--- config.mk ---
export PLATFORM = sky130hd
export DESIGN_NAME = m_serial_sub
export DESIGN_NICKNAME = d
export VERILOG_FILES = /design/src/rtl/m_serial_sub_pkg.sv /design/src/rtl/m_FS.sv /design/src/rtl/m_serial_sub.sv
export SDC_FILE = /design/constraint.sdc
export NUM_CORES = 1
export LEC_CHECK = 0
export ABC_AREA = 0
export BUFFER_PORTS_ARGS = -buffer_cell sky130_fd_sc_hd__buf_2
export CORE_ASPECT_RATIO = 0.7
export CORE_MARGIN = 3
export CORE_UTILIZATION = 47
export CTS_BUF_LIST = sky130_fd_sc_hd__clkbuf_16
export DETAILED_ROUTE_END_ITERATION = 12
export PLACE_DENSITY = 0.75
export RECOVER_POWER = 50
export SLEW_MARGIN = 10
export SYNTH_ARGS = -nofsm -noshare
export SYNTH_HDL_FRONTEND = slang
export SYNTH_HIERARCHICAL = 1
export SYNTH_SLANG_ARGS = --single-unit
--- constraint.sdc ---
create_clock -name w_clk -period 1.2 [get_ports w_clk]
set_clock_uncertainty 0.1 [all_clocks]
set_input_delay 0.06 -clock w_clk [delete_from_list [all_inputs] [get_ports w_clk]]
set_output_delay 0.06 -clock w_clk [all_outputs]
set_load 0.02 [all_outputs]
--- src/rtl/m_serial_sub_pkg.sv ---
// Shared definitions for the bit-serial subtractor: FSM encodings, default width
// and the full-subtractor bit equations.
package m_serial_sub_pkg;

   localparam int DEF_WIDTH = 8;

   typedef enum logic [1:0] {
      S_IDLE = 2'd0,
      S_RUN  = 2'd1,
      S_DONE = 2'd2
   } state_t;

   function automatic logic fs_diff(input logic a, input logic b, input logic bin);
      return a ^ b ^ bin;
   endfunction

   // Borrow out: a<b outright, or a==b with a pending borrow.
   function automatic logic fs_borrow(input logic a, input logic b, input logic bin);
      return (~a & b) | (~(a ^ b) & bin);
   endfunction

endpackage

--- src/rtl/m_FS.sv ---
// Combinational one-bit full subtractor: d = a - b - bin, with borrow out.
module m_FS
   import m_serial_sub_pkg::*;
(
   input  logic w_a,
   input  logic w_b,
   input  logic w_bin,
   output logic w_d,
   output logic w_bo
);

   assign w_d  = fs_diff(w_a, w_b, w_bin);
   assign w_bo = fs_borrow(w_a, w_b, w_bin);

endmodule

--- src/rtl/m_serial_sub.sv ---
// Bit-serial unsigned subtractor, LSB first, one full-subtractor cell and a
// registered borrow; parallel load under a start/done handshake.
module m_serial_sub
   import m_serial_sub_pkg::*;
#(
   parameter int WIDTH = DEF_WIDTH
) (
   input  logic             w_clk,
   input  logic             w_rst,
   input  logic             w_start,
   input  logic [WIDTH-1:0] w_a,
   input  logic [WIDTH-1:0] w_b,
   output logic             r_busy,
   output logic             r_done,
   output logic [WIDTH-1:0] r_d,
   output logic             r_bout
);

   localparam int CNT_W = $clog2(WIDTH);
   localparam logic [CNT_W-1:0] C_LAST = CNT_W'(WIDTH - 1);

   state_t           r_state;
   logic [WIDTH-1:0] r_sa;
   logic [WIDTH-1:0] r_sb;
   logic             r_borrow;
   logic [CNT_W-1:0] r_cnt;
   logic             w_d;
   logic             w_bo;

   m_FS u_fs (
      .w_a   (r_sa[0]),
      .w_b   (r_sb[0]),
      .w_bin (r_borrow),
      .w_d   (w_d),
      .w_bo  (w_bo)
   );

   // Control FSM and serial datapath; outputs are written only here.
   always_ff @(posedge w_clk) begin
      if (w_rst) begin
         r_state  <= S_IDLE;
         r_sa     <= '0;
         r_sb     <= '0;
         r_borrow <= 1'b0;
         r_cnt    <= '0;
         r_busy   <= 1'b0;
         r_done   <= 1'b0;
         r_d      <= '0;
         r_bout   <= 1'b0;
      end else begin
         r_done <= 1'b0;
         case (r_state)
            S_IDLE: begin
               if (w_start) begin
                  r_sa     <= w_a;
                  r_sb     <= w_b;
                  r_borrow <= 1'b0;
                  r_cnt    <= '0;
                  r_busy   <= 1'b1;
                  r_state  <= S_RUN;
               end else begin
                  r_state  <= S_IDLE;
               end
            end
            S_RUN: begin
               r_sa     <= {1'b0, r_sa[WIDTH-1:1]};
               r_sb     <= {1'b0, r_sb[WIDTH-1:1]};
               r_d      <= {w_d, r_d[WIDTH-1:1]};
               r_bout   <= w_bo;
               r_borrow <= w_bo;
               r_cnt    <= r_cnt + CNT_W'(1);
               if (r_cnt == C_LAST) begin
                  r_busy  <= 1'b0;
                  r_done  <= 1'b1;
                  r_state <= S_DONE;
               end else begin
                  r_state <= S_RUN;
               end
            end
            S_DONE: begin
               r_state <= S_IDLE;
            end
            default: begin
               r_busy  <= 1'b0;
               r_state <= S_IDLE;
            end
         endcase
      end
   end

endmodule
==> results.py, run 1 <==
metrics = {
    "run_status": {
        "status": "finished, violations left",
        "violations": "negative setup slack",
    },
    "floorplanning": {
        "start_util_pct": 51.8,
        "die_x_um": 69.9,
        "boundaryPins": 30,
        "dieArea_um2": 3540,
        "die_h_um": 50.7,
        "num_rows": 15,
        "core-area_um2": 2590,
    },
    "clock_network": {
        "cts_tree": "built",
        "cts_sinks": 33,
        "clk_pin_slew_worst_paths_ns": 0.05,
        "cts.path.max_buffers": 2,
        "root_buffer": "clkbuf_16",
        "cts_max_level": 2,
        "cts_buffers": 5,
        "insertion_delay_ns": 0.27,
    },
    "synthesis": {
        "yosys_warnings": 6,
        "yosys.area.top_type": "dfxtp_1",
        "synth_cell_types": 20,
        "synthTopCellsByArea": "dfxtp_1 (49%), mux2i_1 (12%), a211oi_1 (7.8%)",
        "syn_avg_cell_area_um2": 9.31,
        "synth_top_area_share_pct": 49.3,
        "synth-seq-cells": 33,
        "synth_area_um2": 1340,
        "synthCells": 144,
        "syn-num-nets": 166,
        "yosysSeqAreaShare_pct": 49.3,
    },
    "finish": {
        "fin_nets": 209,
        "final_cell_mix": "dfxtp_1 (26), nor2_1 (20), nand2_1 (18), buf_2 (18), mux2i_1 (14)",
        "area_growth_pct": 40.2,
        "drive_gt1_share_pct": 31.9,
        "multi_input_comb_area_um2": 659,
        "fillerInstances": 184,
        "seqCellArea_um2": 672,
        "fin_util_pct": 72.6,
        "stdcell_count": 222,
        "final_common_cell": "dfxtp_1",
        "n_antenna_cell": 0,
    },
    "place": {
        "io_buffer_count": 29,
        "dp_hpwl_um": 1840,
        "dp_cells": 205,
        "pre_cts_ws_ns": -0.0221,
        "gp_congestion": 0.776,
    },
    "route": {
        "drt-pass1-iter-count": 4,
        "routedWlPerCell_um": 13.4,
        "drt-initial-drc-count": 59,
        "routed_wl_um": 2970,
        "drcViolationCount": 0,
        "vias": 1170,
        "drtAntennaViolNets": 0,
        "viasPerCell": 5.27,
    },
    "power": {
        "sw_frac_of_total_pct": 21.4,
        "p_switching_mw": 0.622,
        "power.share.sequential_pct": 41.1,
        "p_clk_share_pct": 47.3,
        "p_int_mw": 2.29,
        "comb_power_share_pct": 11.5,
        "leakagePower_nw": 0.785,
        "cellPowerDensity_nw_per_um2": 1550,
        "finalPower_mw": 2.91,
        "max-vdd-ir-drop_mv": 1.33,
    },
    "critical_path": {
        "rrSetupSlack_ns": -0.04,
        "r2r_end": "r_sb[3]",
        "crit_path_start_kind": "flip-flop",
        "reg2regPathDepth": 4,
        "setup.worst_path.end_class": "flip-flop",
        "path_cells": "nand2b_4 -> buf_12 -> mux2i_1 -> a211oi_1",
        "cp_slowest_stage_delay_ns": 0.35,
        "crit_end": "r_sb[3]",
        "cpMaxStageDelayCell": "dfxtp_4",
        "crit_arrival_ns": 1.32,
        "cp-startpoint": "r_state[1]",
        "r2r_start": "r_state[1]",
        "path_class": "flip-flop to flip-flop",
        "required_ns": 1.28,
        "path_max_fanout": 7,
    },
    "run": {
        "max_cap_viol_count": 0,
    },
    "grt": {
        "grt_first_pass_wirelength_um": 4920,
        "gr-total-overflow": 0,
        "grt_antenna_before_repair": 0,
        "grt_max_degree": 27,
        "grt_pass1_vias": 1088,
        "grtUsageTotal_pct": 18.2,
    },
    "sta": {
        "hold_viol_final": 0,
        "rsz0062_at_grt": "true",
        "finalSetupViolCount": 6,
        "timing.fmax_mhz": 806,
        "timing.slew.headroom_pct": 80.6,
        "post-route-period-util_pct": 103,
        "maxSlewViolCount": 0,
        "tns_ns": -0.0792,
        "period_minus_slack_ns": 1.24,
        "fin_ws_ns": -0.0405,
        "worst_pin_slew_ns": 0.293,
    },
    "worst_hold_path": {
        "hp-class": "input pin to flip-flop",
    },
}
-- routing by layer --
layer  vias to the layer above  part of all wire, %  GRT usage [%]
li1                        589                    -              -
met1                       550                   46           22.0
met2                        21                   46           29.0
met3                        10                  4.5           6.00
met4                         0                  2.5           9.55
met5                         -                    0              0
-- timing repair --
item / CTS / global route
hold buffers: 2 / 0
pin swaps: 3 / 7
gates resized for setup: 7 / 15
buffers inserted: 5 / 2
endpoints found under the hold margin: 2 / 0
setup endpoints to repair: 12 / 23
-- worst min-delay path by stage --
stage / start / to / slack [ns] / depth (start not counted)
2_1_floorplan: w_a[7] / r_sa[7] / 0.11 / 2
3_3_place_gp: w_a[7] / r_sa[7] / 0.20 / 3
3_5_place_dp: w_a[7] / r_sa[7] / 0.21 / 3
4_1_cts: w_rst / r_sa[7] / 0.02 / 2
5_1_grt: w_rst / r_busy / 0.04 / 2
6_report: w_rst / r_sa[7] / 0.02 / 2
-- sequential cells by signal, summed over array words and instances, names as in the netlist --
signal    cells
r_busy        1
r_sb          8
r_borrow      1
r_bout        1
r_done        1
r_d           8
r_state       2
r_sa          8
r_cnt         3
-- logic make-up (layout without fill, tap and decap cells) --
| group | count (synthesis) | in the layout | synth area share (%) |
|---|---|---|---|
| muxes | 16 | 16 | 11.9 |
| buffers and inverters | 15 | 59 | 6.25 |
| and+or+nand+nor | 46 | 46 | 14.1 |
| AOI/OAI and AO/OA | 31 | 31 | 15.1 |
| adders and majority gates | 3 | 3 | 3.36 |
| DFF | 33 | 33 | 49.3 |
-- cell type report --
class	count	share of cell area (%)
Sequential cell	33	35.7
Multi-Input combinational cell	96	35.1
Timing Repair Buffer	47	17.5
Clock buffer	5	6.65
Tap cell	34	2.26
Clock inverter	3	2.00
Inverter	4	0.798
-- power by group through the flow --
stage	sequential, mW	clock [mW]	combinational (mW)
floorplan	1.22	0	0.176
global placement	1.21	0	0.276
detailed placement	1.21	0	0.287
CTS	1.20	1.40	0.321
global route	1.20	1.45	0.370
finish	1.20	1.38	0.336
-- cells in the mapped netlist, drive strengths merged --
cell type and count:
o21bai 1, nand2b 2, a211oi 14, nor2 20, ha 2, dfxtp 33
nor3b 1, inv 4, a21oi 11, nor3 3, clkbuf 6, mux2i 16
fa 1, nand2 19, and2b 1, buf 5, a22oi 4, o21ai 1
-- metrics by stage --
stage               hold slack (ns)  instance area, µm²
finish                       0.0233                1880
global route                 0.0376                1880
floorplan                     0.108                1350
detailed placement            0.206                1570
CTS                          0.0177                1840
global placement              0.200                1570
-- critical path, delay by kind of cell, from the launching register on --
kind                   cells  cell delay (ns)
DFF                        1             0.35
buffers and inverters      1             0.16
and+or+nand+nor            1             0.19
AOI/OAI and AO/OA          1             0.23
muxes                      1             0.11
(Power assumes the default switching activity.)
==> run 2: changes to the inputs <==
--- a/config.mk
+++ b/config.mk
@@ -19,3 +19,4 @@
 export SYNTH_HDL_FRONTEND = slang
 export SYNTH_HIERARCHICAL = 1
 export SYNTH_SLANG_ARGS = --single-unit
+export TNS_END_PERCENT = 10
==> results.py, run 2 (synthesis gave the netlist of run 1 again) <==
metrics = {
    "run_status": {
        "status": "finished, violations left",
        "violations": "negative setup slack",
    },
    "finish": {
        "multi_input_comb_area_um2": 681,
        "seqCellArea_um2": 669,
        "fin_nets": 200,
        "fillerInstances": 214,
        "final_common_cell": "dfxtp_1",
        "n_antenna_cell": 0,
        "area_growth_pct": 32.9,
        "final_cell_mix": "dfxtp_1 (28), nor2_1 (20), nand2_1 (19)",
        "fin_util_pct": 68.8,
        "reg.largest.list": "r_d (8), r_sa (8), r_sb (8)",
        "stdcell_area_um2": 1780,
        "drive_gt1_share_pct": 27.4,
    },
    "power": {
        "cellPowerDensity_nw_per_um2": 1510,
        "leakagePower_nw": 0.727,
        "max-vdd-ir-drop_mv": 0.966,
    },
    "route": {
        "routed_wl_um": 3210,
        "vias": 1140,
        "drt-initial-drc-count": 49,
        "drt-pass1-iter-count": 4,
        "drcViolationCount": 0,
        "routedWlPerCell_um": 15.1,
        "viasPerCell": 5.35,
        "drtAntennaViolNets": 0,
    },
    "floorplanning": {
        "boundaryPins": 30,
        "start_util_pct": 51.8,
        "die_h_um": 50.7,
        "core-area_um2": 2590,
        "num_rows": 15,
        "dieArea_um2": 3540,
        "die_x_um": 69.9,
    },
    "sta": {
        "tns_ns": -0.0324,
        "period_minus_slack_ns": 1.22,
        "worst_pin_slew_ns": 0.427,
        "fin_ws_ns": -0.0185,
        "timing.slew.headroom_pct": 71.5,
        "timing.fmax_mhz": 821,
        "maxSlewViolCount": 0,
        "hold_viol_final": 0,
        "post-route-period-util_pct": 102,
        "holdWs_ns": 0.0271,
        "finalSetupViolCount": 3,
        "rsz0062_at_grt": "true",
    },
    "critical_path": {
        "path_max_fanout": 2,
        "rrSetupSlack_ns": -0.02,
        "reg2regPathDepth": 5,
        "required_ns": 1.32,
        "crit_path_start_kind": "flip-flop",
        "crit_arrival_ns": 1.33,
        "path_class": "flip-flop to flip-flop",
        "setup.worst_path.end_class": "flip-flop",
    },
    "clock_network": {
        "insertion_delay_ns": 0.27,
        "cts.path.max_buffers": 2,
        "cts_tree": "built",
        "cts_buffers": 5,
        "cts_max_level": 2,
        "cts_sinks": 33,
        "root_buffer": "clkbuf_16",
        "clk_pin_slew_worst_paths_ns": 0.05,
    },
    "grt": {
        "grt_pass1_vias": 1086,
        "gr-total-overflow": 0,
        "grt_first_pass_wirelength_um": 5180,
        "grt_antenna_before_repair": 0,
        "grt_max_degree": 34,
        "grtUsageTotal_pct": 19.2,
    },
    "place": {
        "gp_congestion": 0.731,
        "dp_hpwl_um": 1970,
        "placed_area_um2": 1550,
        "io_buffer_count": 29,
    },
    "worst_hold_path": {
        "whs_path_depth": 3,
        "hp-class": "input pin to flip-flop",
    },
    "run": {
        "max_cap_viol_count": 0,
    },
}
## run 2: worst paths after layout
path                                 end     start
worst max-delay path              r_busy  r_cnt[1]
worst min-delay path             r_sb[0]    w_b[0]
worst max register to register    r_busy  r_cnt[1]
worst min register to register  r_borrow  r_borrow
## run 2: report_power, final
part | internal [mW] | switching (mW) | leakage, nW
sequential | 1.16 | 0.0427 | 0.273
combinational | 0.143 | 0.166 | 0.380
clock | 0.751 | 0.432 | 0.0748
## run 2: metrics by stage
| stage | instances | worst slack, ns | power, mW |
|---|---|---|---|
| 2_1_floorplan | 144 | -0.000381 | 1.39 |
| 3_3_place_gp | 202 | 0.0272 | 1.48 |
| 3_5_place_dp | 202 | -0.0580 | 1.49 |
| 4_1_cts | 213 | -0.00725 | 2.70 |
| 5_1_grt | 213 | -0.0658 | 2.82 |
| 6_report | 213 | -0.0185 | 2.69 |
## run 2: layout make-up
type                       instances  share of cell area [%]
timing repair buffer              37                    13.1
inverter                           4                   0.982
clock buffer                       5                    7.02
multi-input combinational         97                    38.2
clock inverter                     3                   0.772
sequential                        33                    37.5
tap                               34                    2.39
## run 2: routing by layer
metal,GRT usage [%],part of all wire [%]
met5,0,0
met4,8.28,0.81
met3,7.80,4.8
met2,28.7,50
met1,24.4,44
## run 2: worst max-delay path, cell delays in order (launching register included)
cell,delay [ns]
dfxtp_2,0.34
ha_4,0.16
ha_4,0.16
o21ai_0,0.21
a21oi_1,0.10
nor2_1,0.09
## run 2: timing repair
item,CTS,global route
setup endpoints to repair,10,21
resized for setup,8,12
hold buffers,2,0
setup buffers,0,0
hold endpoints to repair,2,0
cloned,1,0
pin swaps,0,2
==> run 3: changes to the inputs <==
--- a/config.mk
+++ b/config.mk
@@ -9,10 +9,11 @@
 export BUFFER_PORTS_ARGS = -buffer_cell sky130_fd_sc_hd__buf_2
 export CORE_ASPECT_RATIO = 0.7
 export CORE_MARGIN = 3
-export CORE_UTILIZATION = 47
+export CORE_UTILIZATION = 52
 export CTS_BUF_LIST = sky130_fd_sc_hd__clkbuf_16
+export CTS_CLUSTER_DIAMETER = 150
 export DETAILED_ROUTE_END_ITERATION = 12
-export PLACE_DENSITY = 0.75
+export PLACE_DENSITY = 0.78
 export RECOVER_POWER = 50
 export SLEW_MARGIN = 10
 export SYNTH_ARGS = -nofsm -noshare
==> constraint.sdc (replaced) <==
create_clock -name w_clk -period 1.4 [get_ports w_clk]
set_clock_uncertainty 0.1 [all_clocks]
set_input_delay 0.07 -clock w_clk [delete_from_list [all_inputs] [get_ports w_clk]]
set_output_delay 0.07 -clock w_clk [all_outputs]
set_load 0.02 [all_outputs]
==> results.py, run 3 (synthesis gave the netlist of run 1 again) <==
metrics = {
    "run_status": {
        "status": "complete, no violations",
    },
    "finish": {
        "area_growth_pct": 22.3,
        "final_common_cell": "dfxtp_1",
        "n_antenna_cell": 0,
        "drive_gt1_share_pct": 15.6,
        "final_cell_mix": "dfxtp_1 (32), nor2_1 (20), nand2_1 (19)",
        "fin_nets": 195,
        "reg.largest.list": "r_d (8), r_sa (8), r_sb (8)",
    },
    "clock_network": {
        "root_buffer": "clkbuf_16",
        "cts_sinks": 33,
        "cts_setup_buffers": 0,
        "cts_tree": "built",
        "cts.path.max_buffers": 2,
        "cts_max_level": 2,
        "clk_pin_slew_worst_paths_ns": 0.05,
        "insertion_delay_ns": 0.27,
        "cts_buffers": 5,
    },
    "sta": {
        "timing.fmax_mhz": 768,
        "post-route-period-util_pct": 93.1,
        "finalSetupViolCount": 0,
        "tns_ns": 0,
        "period_minus_slack_ns": 1.30,
        "holdWs_ns": 0.0466,
        "hold_viol_final": 0,
        "worst_pin_slew_ns": 0.577,
        "rsz0062_at_grt": "false",
        "maxSlewViolCount": 0,
        "timing.slew.headroom_pct": 61.6,
    },
    "grt": {
        "met1_usage_pct": 22.2,
        "grtUsageMet3_pct": 5.56,
        "grt_first_pass_wirelength_um": 4570,
        "grt_pass1_vias": 1067,
        "busiest_layer": "met2",
        "grt_antenna_before_repair": 0,
        "grt_max_degree": 38,
        "gr-total-overflow": 0,
        "grtUsageTotal_pct": 18.3,
        "grtUsageMet2_pct": 30.1,
    },
    "route": {
        "drt-initial-drc-count": 50,
        "drtAntennaViolNets": 0,
        "drcViolationCount": 0,
        "routedWlPerCell_um": 12.9,
        "drt-pass1-iter-count": 4,
        "viasPerCell": 5.22,
        "routed_wl_um": 2650,
        "vias": 1071,
    },
    "worst_hold_path": {
        "hp-class": "input pin to flip-flop",
    },
    "floorplanning": {
        "num_rows": 14,
        "die_x_um": 66.7,
        "core-area_um2": 2290,
        "die_h_um": 48.5,
        "dieArea_um2": 3230,
        "start_util_pct": 58.5,
        "boundaryPins": 30,
    },
    "power": {
        "max-vdd-ir-drop_mv": 0.824,
        "leakagePower_nw": 0.689,
        "sw_frac_of_total_pct": 22.1,
        "comb_power_share_pct": 9.9,
        "cellPowerDensity_nw_per_um2": 1350,
        "p_int_mw": 1.72,
        "p_switching_mw": 0.488,
        "p_clk_share_pct": 43.7,
        "power.share.sequential_pct": 46.4,
    },
    "critical_path": {
        "crit_arrival_ns": 1.39,
        "path_class": "flip-flop to flip-flop",
        "setup.worst_path.end_class": "flip-flop",
        "path_max_fanout": 2,
        "crit_path_start_kind": "flip-flop",
        "required_ns": 1.49,
    },
    "place": {
        "gp_congestion": 0.690,
        "io_buffer_count": 29,
        "dp_hpwl_um": 1780,
    },
    "run": {
        "max_cap_viol_count": 0,
    },
}
[run 3: changes by cell type in the layout (fill, tap and decap cells not counted), moves of 2 or more]
cell      previous run  this run
inv_1                3         5
dfxtp_1             28        32
ha_4                 2         0
ha_1                 0         2
buf_4                3         0
dfxtp_2              4         1
a211oi_2             4         0
nand2b_4             3         0
a22oi_2              2         0
clkinv_2             2         0
a22oi_1              2         4
a211oi_1            10        14
[run 3: area by class of cell]
class | instances | area [µm²]
clock buffers | 5 | 125
clock inverters | 2 | 7.51
fillers | 176 | 654
inverters | 4 | 15.0
multi-input cells | 96 | 599
flip-flops and latches | 33 | 662
well taps | 32 | 40.0
repair buffers | 33 | 191
[run 3: final timing paths]
| kind | cells after the start | from | endpoint | slack, ns |
|---|---|---|---|---|
| hold reg to reg | 2 | r_d[0] | r_d[0] | 0.37 |
| setup reg to reg | 4 | r_sb[0] | r_d[7] | 0.1 |
| hold / removal | 3 | w_start | r_state[0] | 0.05 |
| setup / recovery | 4 | r_sb[0] | r_d[7] | 0.1 |
[run 3: metrics by stage]
step	instance area, µm²	worst slack, ns	power (mW)	utilization, %	cells
final	1640	0.0972	2.21	71.5	205
after global routing	1640	0.0104	2.31	71.5	205
after CTS	1650	0.0585	2.23	71.9	205
after detailed placement	1500	0.0902	1.26	65.3	196
after global placement	1500	0.166	1.24	65.3	196
after floorplan	1340	0.170	1.19	-	144
[run 3: what timing repair did]
item	4_1_cts	5_1_grt
hold buffers	2	0
endpoints found under the setup margin	0	7
endpoints found under the hold margin	2	0
resized for setup	0	2
[run 3: power groups by stage]
stage          Combinational (mW)  Clock, mW  Sequential (mW)
6_report                    0.218      0.967             1.03
5_1_grt                     0.244       1.04             1.03
4_1_cts                     0.222      0.983             1.03
3_5_place_dp                0.214          0             1.04
3_3_place_gp                0.206          0             1.04
2_1_floorplan               0.150          0             1.04
[run 3: critical path: stages, from the launching register on]
cell and delay (ns):
dfxtp_1 0.34, inv_1 0.06, fa_1 0.51, nand2_1 0.06, a21oi_1 0.15
[run 3: per-layer routing]
metal | vias up | routed length [µm]
met5 | - | 0
met4 | 0 | 0
met2 | 31 | 1280
met3 | 0 | 156
li1 | 551 | -
met1 | 489 | 1220
